--- src/rtl/fifo_ring.sv ---
// Circular-buffer FIFO with valid/ready on both sides, optional fall-through
// when empty, occupancy count, almost-full/almost-empty flags and flush.
module fifo_ring #(
  parameter int DATA_WIDTH = 32,
  parameter int DEPTH      = 4,
  parameter int BYPASS     = 1,
  parameter int AF_THRESH  = DEPTH - 1,
  parameter int AE_THRESH  = 1
) (
  input  logic                         clk,
  input  logic                         rst,
  input  logic                         flush,
  input  logic                         i_valid,
  output logic                         i_ready,
  input  logic [DATA_WIDTH-1:0]        i_data,
  output logic                         o_valid,
  input  logic                         o_ready,
  output logic [DATA_WIDTH-1:0]        o_data,
  output logic [$clog2(DEPTH+1)-1:0]   count,
  output logic                         almost_full,
  output logic                         almost_empty
);

  localparam int PW = $clog2(DEPTH);
  localparam int CW = $clog2(DEPTH + 1);
  localparam logic [CW-1:0] FULL_LVL = CW'(DEPTH);
  localparam logic [CW-1:0] AF_LVL   = CW'(AF_THRESH);
  localparam logic [CW-1:0] AE_LVL   = CW'(AE_THRESH);

  if (DEPTH < 2 || (DEPTH & (DEPTH - 1)) != 0) begin : g_bad_depth
    $error("fifo_ring: DEPTH must be a power of two and at least 2");
  end

  logic [DATA_WIDTH-1:0] r_mem [DEPTH];
  logic [PW-1:0]         r_wr_ptr;
  logic [PW-1:0]         r_rd_ptr;
  logic [CW-1:0]         r_count;

  logic w_gate;
  logic w_empty;
  logic w_full;
  logic w_bypass;
  logic w_push;
  logic w_pop;
  logic w_wr;
  logic w_rd;

  // Full is taken from the count register, so a pop in the full cycle cannot
  // open i_ready combinationally; this also keeps o_ready off the i_ready path.
  assign w_gate   = rst | flush;
  assign w_empty  = (r_count == '0);
  assign w_full   = (r_count == FULL_LVL);
  assign w_bypass = (BYPASS != 0) && w_empty;

  assign i_ready = ~w_gate & ~w_full;
  assign o_valid = ~w_gate & (w_bypass ? i_valid : ~w_empty);
  assign o_data  = w_bypass ? i_data : r_mem[r_rd_ptr];

  assign w_push = i_valid & i_ready;
  assign w_pop  = o_valid & o_ready;

  // A fall-through transfer (empty, bypass, consumer ready) touches no state.
  assign w_wr = w_push & ~(w_bypass & w_pop);
  assign w_rd = w_pop & ~w_bypass;

  always_ff @(posedge clk) begin
    if (w_wr) begin
      r_mem[r_wr_ptr] <= i_data;
    end
  end

  always_ff @(posedge clk) begin
    if (rst || flush) begin
      r_wr_ptr <= '0;
      r_rd_ptr <= '0;
      r_count  <= '0;
    end else begin
      if (w_wr) begin
        r_wr_ptr <= r_wr_ptr + 1'b1;
      end
      if (w_rd) begin
        r_rd_ptr <= r_rd_ptr + 1'b1;
      end
      if (w_wr && !w_rd) begin
        r_count <= r_count + 1'b1;
      end else if (w_rd && !w_wr) begin
        r_count <= r_count - 1'b1;
      end
    end
  end

  assign count        = r_count;
  assign almost_full  = (r_count >= AF_LVL);
  assign almost_empty = (r_count <= AE_LVL);

endmodule

--- config.mk ---
export PLATFORM = sky130hd
export DESIGN_NAME = fifo_ring
export DESIGN_NICKNAME = d
export VERILOG_FILES = /design/src/rtl/fifo_ring.sv
export SDC_FILE = /design/constraint.sdc
export NUM_CORES = 1
export LEC_CHECK = 0
export ABC_AREA = 0
export CORE_UTILIZATION = 50
export CTS_CLUSTER_DIAMETER = 80
export DETAILED_ROUTE_END_ITERATION = 8
export GPL_ROUTABILITY_DRIVEN = 0
export MAX_ROUTING_LAYER = met4
export PLACE_DENSITY = 0.73
export SYNTH_ARGS = -nofsm -noshare
export SYNTH_HDL_FRONTEND = slang
export SYNTH_SLANG_ARGS = --single-unit
export TNS_END_PERCENT = 5
--- constraint.sdc ---
create_clock -name clk -period 4.65 [get_ports clk]
set_clock_uncertainty 0.15 [all_clocks]
set_input_delay 1.1625 -clock clk [delete_from_list [all_inputs] [get_ports clk]]
set_output_delay 1.1625 -clock clk [all_outputs]
set_load 0.02 [all_outputs]
==> results.sh <==
export IMPL_status="complete, no violations"
export IMPL_ys_warn_count=0
export IMPL_fmax_ghz=0.233
export IMPL_crit_path_end_kind="output port"
export IMPL_holdCritStartpoint="r_rd_ptr[1]"
export IMPL_cts_buffers=17
export IMPL_reg2reg_slack_ns=1.98
export IMPL_r2r_cells=6
export IMPL_ys_flop_type="edfxtp_1"
export IMPL_die_w_um=110
export IMPL_viasPerCell=5.51
export IMPL_slew_headroom_pct=55.6
export IMPL_fin_nets=476
export IMPL_max_vdd_ir_drop_mv=0.235
export IMPL_critPathLaunchType="flop"
export IMPL_layout_setup_ws_ns=0.358
export IMPL_synth_area_mm2=0.00579
export IMPL_synth_top_area_share_pct=66.4
export IMPL_drc_errors=0
export IMPL_yosysMostFrequentCell="edfxtp_1"
export IMPL_cts_tree="yes"
export IMPL_grt_pass1_vias=3288
export IMPL_whs_ns=0.341
export IMPL_wl_met2_mm=5.52
export IMPL_r2r_start="count[0]"
export IMPL_leakagePower_uw=0.00236
export IMPL_wl_per_cell_um=18.4
export IMPL_core_mm2=0.0111
export IMPL_path_cells="inv_1 > ha_1 > nor2b_1 > nor2_4 > buf_12 > a221oi_1 > clkdlybuf4s50_1"
export IMPL_syn_num_nets=392
export IMPL_crit_path_max_incr_delay_ns=0.58
export IMPL_fp_row_count=38
export IMPL_met1Wirelength_mm=4.60
export IMPL_synth_seq_cells=137
export IMPL_layout_min_cycle_time_ns=4.29
export IMPL_hold_viol=0
export IMPL_dpl_hpwl_mm=6.45
export IMPL_post_cts_setup_buffers=0
export IMPL_ys_types=28
export IMPL_synth_edf_count=128
export IMPL_finalSetupViolCount=0
export IMPL_initial_core_util_pct=52.3
export IMPL_htree_levels=4
export IMPL_drive_gt1_share_pct=16.7
export IMPL_multi_input_area_mm2=0.00162
export IMPL_crit_required_ns=3.34
export IMPL_cts_buffer_depth=2
export IMPL_cts_hold_buf=0
export IMPL_synth_area_per_cell_um2=16.8
export IMPL_netlist_instances=345
export IMPL_grtUsageTotal_pct=19.9
export IMPL_grt_max_degree=35
export IMPL_yosysTopAreaCell="edfxtp_1"
export IMPL_die_h_um=110
export IMPL_worst_pin_slew_ns=0.664
export IMPL_ioPinCount=76
export IMPL_async_flop_share_pct=0
export IMPL_worst_path_max_fanout=18
export IMPL_n_antenna_cell=0
export IMPL_cp_top_family="buffers and inverters"
export IMPL_tns_ns=0
export IMPL_r2r_end="r_mem[3][27]"
export IMPL_post_cts_resize_count=0
export IMPL_fillers=801
export IMPL_drt_initial_drc_count=211
export IMPL_hold_depth=2
export IMPL_grt_pass1_wl_mm=16.6
export IMPL_ys_seq_area_share_pct=69.5
export IMPL_crit_type="flop to output port"
export IMPL_detail_route_antenna_nets=0
export IMPL_clock_latency_ns=0.40
export IMPL_cts_sinks=137
export IMPL_clk_pin_slew_worst_paths_ns=0.05
export IMPL_min_path_type="flop to flop"
export IMPL_rsz0062_at_grt="no"
export IMPL_power_density_mw_per_mm2=386
export IMPL_io_buffers=75
export IMPL_cts_root_buffer="clkbuf_16"
export IMPL_grt_overflow_total=0
export IMPL_critPathBufInv=3
export IMPL_crit_arrival_ns=2.98
export IMPL_antenna_found_initial=0
export IMPL_yosys_top_cells_area="edfxtp_1 66%, mux2i_1 11%, a221oi_2 7.8%"
export IMPL_crit_slowest_cell="clkdlybuf4s50_1"
export IMPL_final_seq_area_mm2=0.00403
export IMPL_timing_final_crit_share_pct=92.3
export IMPL_maxCapViolCount=0
export IMPL_syn_to_final_growth_pct=25.3
export IMPL_first_pass_iters=4
export IMPL_drv_slew=0
export IMPL_topRoutingLayerUsed="met4"
export IMPL_wl_met3_um=472
export IMPL_vias=3206
export IMPL_total_power_uw=2800
export IMPL_finalWirelength_mm=10.7
export IMPL_dp_slack_ns=0.609
export IMPL_die_area_mm2=0.0120
export IMPL_yosys_top_cells_count="128 x edfxtp_1, 66 x mux2i_1, 42 x nor2_1"
-- metal layers --
| metal | GRT usage (%) | vias up |
|---|---|---|
| met5 | - | - |
| met4 | 6.38 | 0 |
| met3 | 5.33 | 8 |
| met2 | 32.4 | 80 |
| met1 | 24.4 | 1595 |
| li1 | - | 1523 |
-- tightest hold or removal path: cells and delay by family, from the launching register on --
kind           cells  cell delay, ns
AO/OA/AOI/OAI      2            0.13
flip-flops         1            0.30
-- state kept, by name, summed over array words and instances, names as in the netlist, named ones only --
register	cells
r_mem	128
r_rd_ptr	2
r_wr_ptr	2
count	3
-- layout by cell type, fill, tap and decap left out --
cell type and count:
or4_1 1, nand2_1 1, clkinv_2 2, and2_4 1, nand2b_4 1, a211oi_1 1, mux2i_1 66, nand3_1 2
a21oi_1 6, clkbuf_8 4, clkinv_1 1, o31ai_1 2, buf_12 2, clkbuf_16 17, edfxtp_1 128, a221oi_1 2
a21o_1 1, o21ai_0 3, buf_4 9, o211ai_1 1, nor2_1 41, or2_2 1, xor2_1 1, and3_1 1
dfxtp_4 1, nor2b_1 2, and2_2 4, nor2_4 1, dfxtp_1 8, ha_1 10, clkbuf_1 7, bufinv_16 1
xnor2_1 1, a221oi_2 30, inv_1 7, clkdlybuf4s50_1 75
-- where the power goes --
group | internal (uW) | switching (uW) | total [uW]
clock network | 789 | 439 | 1230
registers | 1360 | 3.19 | 1360
logic | 101 | 109 | 210
-- kinds of logic after synthesis --
logic type	synth area share (%)
compound gates	9.51
xor+xnor	0.302
flops	69.5
mux	11.4
simple gates	4.34
buf+inv	2.81
fa+ha+maj	2.16
-- layout make-up --
cell class | instances | area share [%]
clock buffers | 28 | 6.98
clock inverters | 4 | 0.604
inverters | 7 | 0.362
multi-input cells | 180 | 22.3
flip-flops and latches | 137 | 55.5
well taps | 140 | 2.41
repair buffers | 86 | 11.8
-- stage by stage --
stage | cells | area (um^2) | util [%]
after floorplan | 345 | 5790 | -
after detailed placement | 550 | 6710 | 60.5
after global routing | 582 | 7260 | 65.5
final | 582 | 7260 | 65.5
after CTS | 582 | 7260 | 65.5
after global placement | 550 | 6710 | 60.5
-- worst max path at each step --
stage	start	end	slack (ns)	cells past startpoint
3_5_place_dp	flush	i_ready	0.61	4
4_1_cts	count[0]	o_data[0]	0.31	7
2_1_floorplan	flush	i_ready	1.36	3
3_3_place_gp	flush	i_ready	0.63	4
6_report	count[0]	o_data[0]	0.36	7
5_1_grt	count[0]	o_data[0]	0.18	7
No activity file was read; power rests on OpenSTA's default activity.
